**config.mk**
```make
export PLATFORM = sky130hd
export DESIGN_NAME = bcd_countdown_timer
export DESIGN_NICKNAME = d
export VERILOG_FILES = /design/src/rtl/bcd_countdown_timer_pkg.sv /design/src/rtl/bcd_countdown_timer_digit_dn.sv /design/src/rtl/bcd_countdown_timer.sv
export SDC_FILE = /design/constraint.sdc
export NUM_CORES = 1
export LEC_CHECK = 0
export ABC_AREA = 1
export CAP_MARGIN = 10
export CORE_UTILIZATION = 51
export CTS_CLUSTER_SIZE = 14
export DETAILED_ROUTE_END_ITERATION = 8
export GPL_ROUTABILITY_DRIVEN = 0
export GPL_TIMING_DRIVEN = 0
export PLACE_DENSITY = 0.76
export SLEW_MARGIN = 25
export SYNTH_ARGS = -nofsm -noshare
export SYNTH_HDL_FRONTEND = slang
export SYNTH_SLANG_ARGS = --single-unit
export TNS_END_PERCENT = 10
```
**constraint.sdc**
```tcl
create_clock -name clk_i -period 1.35 [get_ports clk_i]
set_input_delay 0.27 -clock clk_i [delete_from_list [all_inputs] [get_ports clk_i]]
set_output_delay 0.27 -clock clk_i [all_outputs]
set_load 0.02 [all_outputs]
```
**src/rtl/bcd_countdown_timer_pkg.sv**
```systemverilog
// timer_pkg
//   Shared definitions for the BCD phase timer: the FSM state encoding, the
//   largest legal BCD digit value and a helper that clamps a raw nibble into
//   the BCD range.
//   Ports: none (package).
package timer_pkg;

    typedef enum logic [1:0] {
        IDLE  = 2'd0,
        RUN   = 2'd1,
        PAUSE = 2'd2,
        DONE  = 2'd3
    } timer_state_t;

    localparam logic [3:0] BCD_MAX = 4'd9;

    // Nibbles A..F are not decimal digits; they saturate to 9 on load.
    function automatic logic [3:0] bcd_clamp(input logic [3:0] digit);
        return (digit > BCD_MAX) ? BCD_MAX : digit;
    endfunction

endpackage

```
**src/rtl/bcd_countdown_timer_digit_dn.sv**
```systemverilog
// bcd_digit_dn
//   One BCD digit of the down-counter chain. A borrow request from the
//   digit below decrements this digit; a digit at 0 wraps to 9 and passes
//   the borrow on to the digit above.
//   Ports:
//     clk_i, rst_i    clock, asynchronous active-high reset
//     load_i          overwrite the digit with load_digit_i (wins over borrow)
//     load_digit_i    value to load, already in BCD range
//     borrow_in_i     decrement request from the lower digit (or the tick)
//     borrow_out_o    decrement request passed to the next digit
//     digit_o         current digit value
module bcd_digit_dn
    import timer_pkg::*;
(
    input  logic       clk_i,
    input  logic       rst_i,
    input  logic       load_i,
    input  logic [3:0] load_digit_i,
    input  logic       borrow_in_i,
    output logic       borrow_out_o,
    output logic [3:0] digit_o
);

    logic [3:0] digit_q;
    logic [3:0] digit_d;

    // Wrap 0 -> 9 instead of subtracting, so the digit never leaves BCD range.
    always_comb begin
        digit_d = digit_q;
        if (load_i) begin
            digit_d = load_digit_i;
        end else if (borrow_in_i) begin
            digit_d = (digit_q == 4'd0) ? BCD_MAX : (digit_q - 4'd1);
        end
    end

    always_ff @(posedge clk_i or posedge rst_i) begin
        if (rst_i) begin
            digit_q <= 4'd0;
        end else begin
            digit_q <= digit_d;
        end
    end

    assign borrow_out_o = borrow_in_i && (digit_q == 4'd0);
    assign digit_o      = digit_q;

endmodule

```
**src/rtl/bcd_countdown_timer.sv**
```systemverilog
// bcd_countdown_timer
//   Phase timer for the traffic light controller. Counts a loaded BCD value
//   down to zero, one step per TICK_DIV clock cycles, with start / pause /
//   resume control and a one-cycle time_out_o pulse on expiry.
//   Optional feature: define BCD_TIMER_AUTO_RELOAD_EN to reload the last
//   loaded value on expiry and keep running.
//   Parameters: DIGITS (BCD digits), TICK_DIV (clock cycles per tick, >= 1)
//   Ports:
//     clk_i, rst_i    clock, asynchronous active-high reset
//     load_i          load load_val_i (digits clamped to 9) and stop
//     load_val_i      BCD start value, digit 0 in bits [3:0]
//     start_i         begin or resume counting
//     pause_i         suspend counting
//     count_o         current BCD value
//     running_o       high while counting
//     time_out_o      single-cycle expiry pulse
module bcd_countdown_timer
    import timer_pkg::*;
#(
    parameter int DIGITS   = 2,
    parameter int TICK_DIV = 50_000_000
)
(
    input  logic                  clk_i,
    input  logic                  rst_i,
    input  logic                  load_i,
    input  logic [4*DIGITS-1:0]   load_val_i,
    input  logic                  start_i,
    input  logic                  pause_i,
    output logic [4*DIGITS-1:0]   count_o,
    output logic                  running_o,
    output logic                  time_out_o
);

    localparam int W  = 4 * DIGITS;
    localparam int PW = (TICK_DIV > 1) ? $clog2(TICK_DIV) : 1;
    localparam logic [PW-1:0] PRESC_LAST = PW'(TICK_DIV - 1);

    timer_state_t  state_q, state_d;
    logic [PW-1:0] presc_q, presc_d;
    logic [W-1:0]  reload_q;
    logic          running_q, running_d;
    logic          timeOut_q, timeOut_d;

    logic          digLoad;
    logic [W-1:0]  digLoadVal;
    logic [W-1:0]  loadValClamped;
    logic          decEn;
    logic [DIGITS:0] borrow;
    logic          unused_borrow;
    logic          countIsZero;
    logic          countIsOne;
    logic          reloadIsZero;

    assign countIsZero  = (count_o == '0);
    assign countIsOne   = (count_o == W'(1));
    assign reloadIsZero = (reload_q == '0);

    // Digits share one load strobe; the value is the clamped input on an
    // explicit load, otherwise the reload register (used by auto-reload).
    assign digLoadVal = load_i ? loadValClamped : reload_q;
    assign borrow[0]  = decEn;

    // The top borrow would signal underflow; decrements are never issued at
    // zero, so it is intentionally left unused.
    assign unused_borrow = borrow[DIGITS];

    for (genvar i = 0; i < DIGITS; i++) begin : g_digit
        assign loadValClamped[4*i +: 4] = bcd_clamp(load_val_i[4*i +: 4]);

        bcd_digit_dn u_digit (
            .clk_i        (clk_i),
            .rst_i        (rst_i),
            .load_i       (digLoad),
            .load_digit_i (digLoadVal[4*i +: 4]),
            .borrow_in_i  (borrow[i]),
            .borrow_out_o (borrow[i+1]),
            .digit_o      (count_o[4*i +: 4])
        );
    end

    // Next-state logic. Priority is load > start > pause. Expiry either comes
    // from a tick taking the count from 1 to 0, or from a start while the
    // count is already 0 (which expires without decrementing).
    always_comb begin
        state_d   = state_q;
        presc_d   = presc_q;
        timeOut_d = 1'b0;
        digLoad   = 1'b0;
        decEn     = 1'b0;

        if (load_i) begin
            digLoad = 1'b1;
            presc_d = '0;
            state_d = IDLE;
        end else if (start_i && (state_q != RUN)) begin
            // Resuming from PAUSE keeps the partial tick interval.
            if (state_q != PAUSE) begin
                presc_d = '0;
            end
            if (countIsZero) begin
                timeOut_d = 1'b1;
`ifdef BCD_TIMER_AUTO_RELOAD_EN
                if (!reloadIsZero) begin
                    digLoad = 1'b1;
                    presc_d = '0;
                    state_d = RUN;
                end else begin
                    state_d = DONE;
                end
`else
                state_d = DONE;
`endif
            end else begin
                state_d = RUN;
            end
        end else if (pause_i && !start_i && (state_q == RUN)) begin
            state_d = PAUSE;
        end else if (state_q == RUN) begin
            if (presc_q == PRESC_LAST) begin
                presc_d = '0;
                if (countIsOne) begin
                    timeOut_d = 1'b1;
`ifdef BCD_TIMER_AUTO_RELOAD_EN
                    if (!reloadIsZero) begin
                        digLoad = 1'b1;
                    end else begin
                        decEn   = 1'b1;
                        state_d = DONE;
                    end
`else
                    decEn   = 1'b1;
                    state_d = DONE;
`endif
                end else if (!countIsZero) begin
                    decEn = 1'b1;
                end
            end else begin
                presc_d = presc_q + PW'(1);
            end
        end

        running_d = (state_d == RUN);
    end

    // State, prescaler, reload register and registered outputs.
    always_ff @(posedge clk_i or posedge rst_i) begin
        if (rst_i) begin
            state_q   <= IDLE;
            presc_q   <= '0;
            reload_q  <= '0;
            running_q <= 1'b0;
            timeOut_q <= 1'b0;
        end else begin
            state_q   <= state_d;
            presc_q   <= presc_d;
            running_q <= running_d;
            timeOut_q <= timeOut_d;
            if (load_i) begin
                reload_q <= loadValClamped;
            end
        end
    end

    assign running_o  = running_q;
    assign time_out_o = timeOut_q;

endmodule

```
==> metrics.md, run 1 <==
| Metric | Value |
|---|---|
| Clock Skew | `5.96 ps` |
| Mapped Cells | `about 350` |
| Static Leak | `between 1.5 and 2 nW` |
| Mapped Nets | `362` |
| Worst reg2reg path depth | `9` |
| Adder-Cell Fraction of Synth Area | `0.507%` |
| Clk Latency, worst-skew pair | `about 290 ps` |
| CTS tree | `yes` |
| Hold WC Path Type | `in -> reg` |
| Hold Crit Depth | `2` |
| Main combinational cell family by area after synthesis | `simple AND/OR/NAND/NOR gates` |
| CP max FO | `5` |
| Final Routed Wirelength | `6150 um` |
| Final Hold Fails | `0` |
| Drt drc | `0` |
| Max cap viols | `0` |
| Worst setup SP type | `register` |
| Die outline height | `about 72 um` |
| Failing checks | `setup timing` |
| Sequential cell area fraction in the yosys report | `between 30% and 40%` |
| WHS | `slightly below 200 ps` |
| Util after Layout | `~74%` |
| DRT iter0 DRCs | `200` |
| Number of I/O pins | `23` |
| CORE AREA | `about 4500 um2` |
| Antenna Nets Post-Route | `0` |
| WL/cell | `between 10 and 15 um` |
| Min Clock Period, post-route | `between 1500 and 2000 ps` |
| Pwr Total | `2.99 mW` |
| Highest clock rate | `0.624 GHz` |
| Top-area cell type share of the netlist area | `between 30% and 40%` |
| Status | `finished, violations left` |
| Total Routing Usage GR | `26.9%` |
| Endpoints failing setup | `37` |
| Drt via density | `roughly 5.3` |
| XOR/XNOR Fraction of Synth Area | `under 10%` |
| Diodes inserted | `0` |
| Slew HR | `78.6%` |
| Htree depth | `2` |
| Initial Util | `a little over half` |
| Vias after detailed routing | `between 2,000 and 2,500` |
| TritonCTS buffer count | `5` |
| Place WS | `-643 ps` |
| Final Cycle Share | `119%` |
| FFs w/ async S/R, synth | `100%` |
| Vias in the first global route | `around 2,400` |
| Clock root buffer | `clkbuf_8` |
| Top-count cell post-synth | `nand2_1` |
| Placement row count | `24` |
| Slew Limit Fails | `0` |
| Worst-Margin Slew | `318 ps` |
| Setup CP Type | `reg -> reg` |
| Port bufs | `21` |
| Share of cells above drive strength 1 | `31.6%` |
| Pwr dens | `just under 900 nW/um2` |
| Post-synth EDFFs | `0` |
| Cell Area, Synth | `around 2500 um2` |
| Die ar. | `about 5100 um2` |
| Total gr overflow | `0` |
| Post-synthesis mux area share | `0%` |
| Largest net degree at the start of global routing | `27` |
| Length of the first detailed-routing pass in iterations | `4` |
| Avg Cell Area, Syn | `between 7 and 8 um2` |
| Global-route wire length before repair | `about 11,000 um` |
| Synth Flop Type | `dfrtp_1` |
| CP Capture Type | `register` |
| Fin worst setup slack | `-253 ps` |
| Area contributors post-synth | `dfrtp_1 39%, nand2_1 13%, nor2_1 8.7%, inv_1 6.4%, nand3_1 4.1%` |
| Clock slew at reported path FFs | `approximately 70 ps` |
| Maximum VDD drop | `roughly 830 uV` |
| Longest Clk Path Bufs | `2` |
| Leading area contributor after synthesis | `dfrtp_1` |
| Initial antenna violation count | `0` |
| Post-route non-filler standard cell count | `between 400 and 500` |
| Synthesized-area fraction occupied by and/or/nand/nor cells | `between 40% and 50%` |
| Sink Count | `38` |
| Unrepaired setup endpoints after global routing | `yes` |
| Fin area | `approximately 3300 um2` |
| Yosys cell types | `31` |
| HPWL Detailed | `approximately 4100 um` |
| Area Overhead vs Synth | `35.4%` |
| Post-synthesis compound-gate area fraction | `~8.8%` |
| Nets@finish | `roughly 430` |
| Die Span X | `approximately 72 um` |
| Placed instance count | `422` |
| Placement Cell Area | `about 2800 um2` |
| Commonest cells in the netlist | `86 x nand2_1, 57 x nor2_1, 42 x inv_1` |
| FF+latch count, synth | `38` |
| Yosys warnings | `0` |
| Setup_tns | `-7680 ps` |
| Worst Path Arrival | `between 1500 and 2000 ps` |
| CP required | `roughly 1600 ps` |
cell usage in the layout (no fill, tap or decap), types with 10 or more instances in the layout:
cell / count
o21ai_0: 15
nand3_1: 14
clkdlybuf4s50_1: 10
nand2_2: 22
nor2_1: 51
nand4_1: 14
inv_1: 37
dfrtp_1: 30
buf_6: 11
nor2_2: 10
nand2_1: 69
buf_4: 28
path summary, 6_finish.rpt:
path	startpoint	endpoint	slack [ps]
max in group asynchronous	rst_i	presc_q[3]	650
worst max-delay path	presc_q[1]	g_digit[1].u_digit.digit_o[1]	-250
min in group asynchronous	rst_i	running_o	240
worst min-delay path	load_i	state_q[0]	200
worst max register to register	presc_q[1]	g_digit[1].u_digit.digit_o[1]	-250
worst min register to register	presc_q[22]	presc_q[22]	550
logic make-up after synthesis:
family / count (synthesis)
adder cells (fa/ha/maj): 1
XOR/XNOR: 6
AO/OA/AOI/OAI: 38
buffers and inverters: 54
flip-flops: 38
AND/OR/NAND/NOR: 211
final cells by class:
cell class / instances / area (um2)
clock inverter: 1 / 5.00
buffer: 7 / 78.8
inverter: 47 / 181
clock buffer: 7 / 86.3
sequential: 38 / 961
multi-input combinational: 256 / 1430
timing repair buffer: 58 / 536
tap: 52 / 65.1
fill: 331 / 1160
worst max-delay path: stages (launching register included):
cell	delay, ps
dfrtp_1	410
ha_4	170
nand3_4	110
nor3_4	250
buf_6	140
nand3_4	60
nand2_4	110
buf_6	130
nand3_2	60
nand2_1	90
sequential cells by signal, indices dropped and copies added (netlist names):
signal / count
time_out_o: 1
running_o: 1
presc_q: 26
state_q: 2
g_digit.u_digit.digit_o: 8
per-layer routing:
| metal | global-route usage, % | wire length (um) | up-vias |
|---|---|---|---|
| met4 | 10.2 | 129 | 0 |
| met2 | 43.4 | 2890 | 57 |
| li1 | - | - | 1243 |
| met1 | 36.7 | 2830 | 1160 |
| met3 | 4.50 | 297 | 12 |
| met5 | 0 | 0 | - |
power by group:
part           switching, mW  total (mW)  leakage (nW)  internal (mW)
registers             0.0916        1.31         0.503           1.22
clock network          0.408       0.821        0.0482          0.412
logic                  0.492       0.863         0.989          0.372
timing repair:
| action | in CTS | in global routing |
|---|---|---|
| pin swaps | 19 | 13 |
| gates cloned | 1 | 1 |
| hold buffers | 0 | 0 |
| setup buffers | 27 | 7 |
| setup endpoints to repair | 45 | 43 |
| resized for setup | 42 | 37 |
| endpoints found under the hold margin | 0 | 0 |
Power figures use the tool's default switching activity.
==> inputs of run 2 (changes only) <==
--- a/config.mk
+++ b/config.mk
@@ -7,12 +7,12 @@
 export LEC_CHECK = 0
 export ABC_AREA = 1
 export CAP_MARGIN = 10
-export CORE_UTILIZATION = 51
+export CORE_UTILIZATION = 45
 export CTS_CLUSTER_SIZE = 14
 export DETAILED_ROUTE_END_ITERATION = 8
 export GPL_ROUTABILITY_DRIVEN = 0
 export GPL_TIMING_DRIVEN = 0
-export PLACE_DENSITY = 0.76
+export PLACE_DENSITY = 0.69
 export SLEW_MARGIN = 25
 export SYNTH_ARGS = -nofsm -noshare
 export SYNTH_HDL_FRONTEND = slang
==> run 2 against run 1 <==
  * The flow still finishes with violations (setup timing)
  * Hold slack worse by 5.0 ps
  * Core utilization down 14 points
  * Final cell count down 1.7%
  * Critical path depth unchanged
  * Via count down 7.8%
  * Global-route usage down 5.5 points
  * Register-to-register slack about the same
  * Wire length down 6.0%
  * Combinational power down 9.3%
  * Die area up 13%
  * Largest cell class unchanged
==> metrics.md, run 2 (same netlist as run 1, synthesis figures left out) <==
| Metric | Value |
|---|---|
| Largest net degree at the start of global routing | `22` |
| CP endpoint | `presc_q[20]` |
| TritonCTS buffer count | `5` |
| Clock root buffer | `clkbuf_8` |
| Pwr Total | `approximately 2.9 mW` |
| Clock Skew | `a little under 8 ps` |
| Maximum VDD drop | `529 uV` |
| Grt met2 use | `between 30% and 40%` |
| Reg2reg start | `presc_q[7]` |
| Placement row count | `26` |
| Initial antenna violation count | `0` |
| Unrepaired setup endpoints after global routing | `yes` |
| Die ar. | `about 5800 um2` |
| Sink Count | `38` |
| Share of cells above drive strength 1 | `around a quarter` |
| Critical path startpoint | `presc_q[7]` |
| Initial Util | `between 40% and 50%` |
| Post-route non-filler standard cell count | `~460` |
| CORE AREA | `roughly 5200 um2` |
| Multi-input logic area | `1400 um2` |
| Final Routed Wirelength | `5780 um` |
| Longest Clk Path Bufs | `2` |
| Vias after detailed routing | `between 2,000 and 2,500` |
| Hold WC Path Type | `in -> reg` |
| Fin worst setup slack | `-247 ps` |
| Slew HR | `71.9%` |
| Drt via density | `4.97` |
| Status | `finished, violations left` |
| Number of I/O pins | `23` |
| CP Capture Type | `register` |
| Commonest non-fill, non-tap cell in the layout | `nand2_1` |
| Antenna Nets Post-Route | `0` |
| Port bufs | `21` |
| Total gr overflow | `0` |
| Die outline height | `approximately 76 um` |
| Total Routing Usage GR | `a little over a fifth` |
| Htree depth | `2` |
| Max cap viols | `0` |
| Top Usage Layer GRT | `met2` |
| Final Cycle Share | `118%` |
| Diodes inserted | `0` |
| Length of the first detailed-routing pass in iterations | `4` |
| Setup_tns | `-5790 ps` |
| Static Leak | `around 1.4 nW` |
| Failing checks | `setup timing` |
| Highest clock rate | `0.626 GHz` |
| Worst-Margin Slew | `approximately 420 ps` |
| Met3 Resource Use GR | `4.67%` |
| Vias in the first global route | `between 2,000 and 2,500` |
| WL/cell | `between 10 and 15 um` |
| GRT met1 Usage | `roughly 30%` |
| Worst Path Arrival | `1790 ps` |
| Final Hold Fails | `0` |
| Worst setup SP type | `register` |
| Most frequent cells in the layout | `74 x nand2_1, 51 x nor2_1, 40 x inv_1, 32 x dfrtp_1` |
| Pwr dens | `approximately 900 nW/um2` |
| Placed instance count | `440` |
| Flop2flop setup slack | `-250 ps` |
| Min Clock Period, post-route | `1600 ps` |
| CTS tree | `yes` |
| Clk Latency, worst-skew pair | `roughly 290 ps` |
| Largest Register | `presc_q` |
| Die Span X | `~76 um` |
| Sequential cell area | `roughly 960 um2` |
| Nets@finish | `around 400` |
| Max reg flops | `26` |
| Reg2reg end | `presc_q[20]` |
| Worst reg2reg path depth | `9` |
| Clock slew at reported path FFs | `about 80 ps` |
| Area Overhead vs Synth | `26.2%` |
| DRT iter0 DRCs | `191` |
| Drt drc | `0` |
| Global-route wire length before repair | `roughly 10000 um` |
| CP required | `1540 ps` |
| HPWL Detailed | `4180 um` |
| Util after Layout | `between 50% and 60%` |
| Endpoints failing setup | `36` |
| Number of hold buffers added after CTS | `0` |
| Slew Limit Fails | `0` |
| CP max FO | `6` |
| Fill cell count | `about 490` |
| Setup CP Type | `reg -> reg` |
| WHS | `about 190 ps` |
[run 2: cell count changes in the layout (fill, tap and decap cells not counted), moves of 3 or more]
cell | before | now
nand3_1 | 14 | 18
buf_4 | 28 | 8
nand3_2 | 9 | 5
nand2_1 | 69 | 74
inv_1 | 37 | 40
nand2_2 | 22 | 18
inv_2 | 9 | 6
buf_6 | 11 | 4
[run 2: what timing repair did]
action	in CTS	in global routing
setup endpoints to repair	46	44
setup buffers	8	1
pin swaps	7	5
gates cloned	0	1
gates resized for setup	25	34
[run 2: area by class of cell]
type / count / area share [%]
clock inverters: 2 / 0.321
flip-flops and latches: 38 / 30.8
clock buffers: 6 / 2.33
multi-input cells: 256 / 45.0
inverters: 47 / 5.91
plain buffers: 7 / 2.53
well taps: 70 / 2.81
repair buffers: 32 / 10.4
[run 2: how the worst min path moves through the flow]
stage,startpoint,endpoint,slack (ps),cells after the start
6_report,load_i,state_q[0],190,2
5_1_grt,load_i,state_q[0],190,2
4_1_cts,load_i,state_q[0],190,2
3_5_place_dp,load_i,state_q[0],500,2
3_3_place_gp,load_i,state_q[0],500,2
2_1_floorplan,start_i,state_q[0],410,2
[run 2: worst max-delay path: stages, from the launching register on]
cell and delay [ps]:
dfrtp_1 450, nor2_1 140, nand4_1 150, nor2_4 190, nand2_2 130, nand2_4 120, nand2_8 70, clkbuf_16 160
nand2_2 50, nor2_2 40
[run 2: metrics by stage]
step           setup WS (ps)  area [um2]
2_1_floorplan          -52.5        2500
3_3_place_gp            -766        2800
3_5_place_dp            -640        2830
4_1_cts                 -216        3010
5_1_grt                 -363        3110
6_report                -247        3110
[run 2: power breakdown]
part	internal, mW	switching (mW)	total (mW)
Sequential	1.22	0.0964	1.31
Clock	0.358	0.414	0.772
Combinational	0.325	0.458	0.783
Total	1.90	0.968	2.87
[run 2: routing by layer]
| layer | routed length [um] | share of wire [%] |
|---|---|---|
| met5 | 0 | 0 |
| met4 | 74 | 1.3 |
| met3 | 203 | 3.5 |
| met2 | 2710 | 47 |
| met1 | 2790 | 48 |
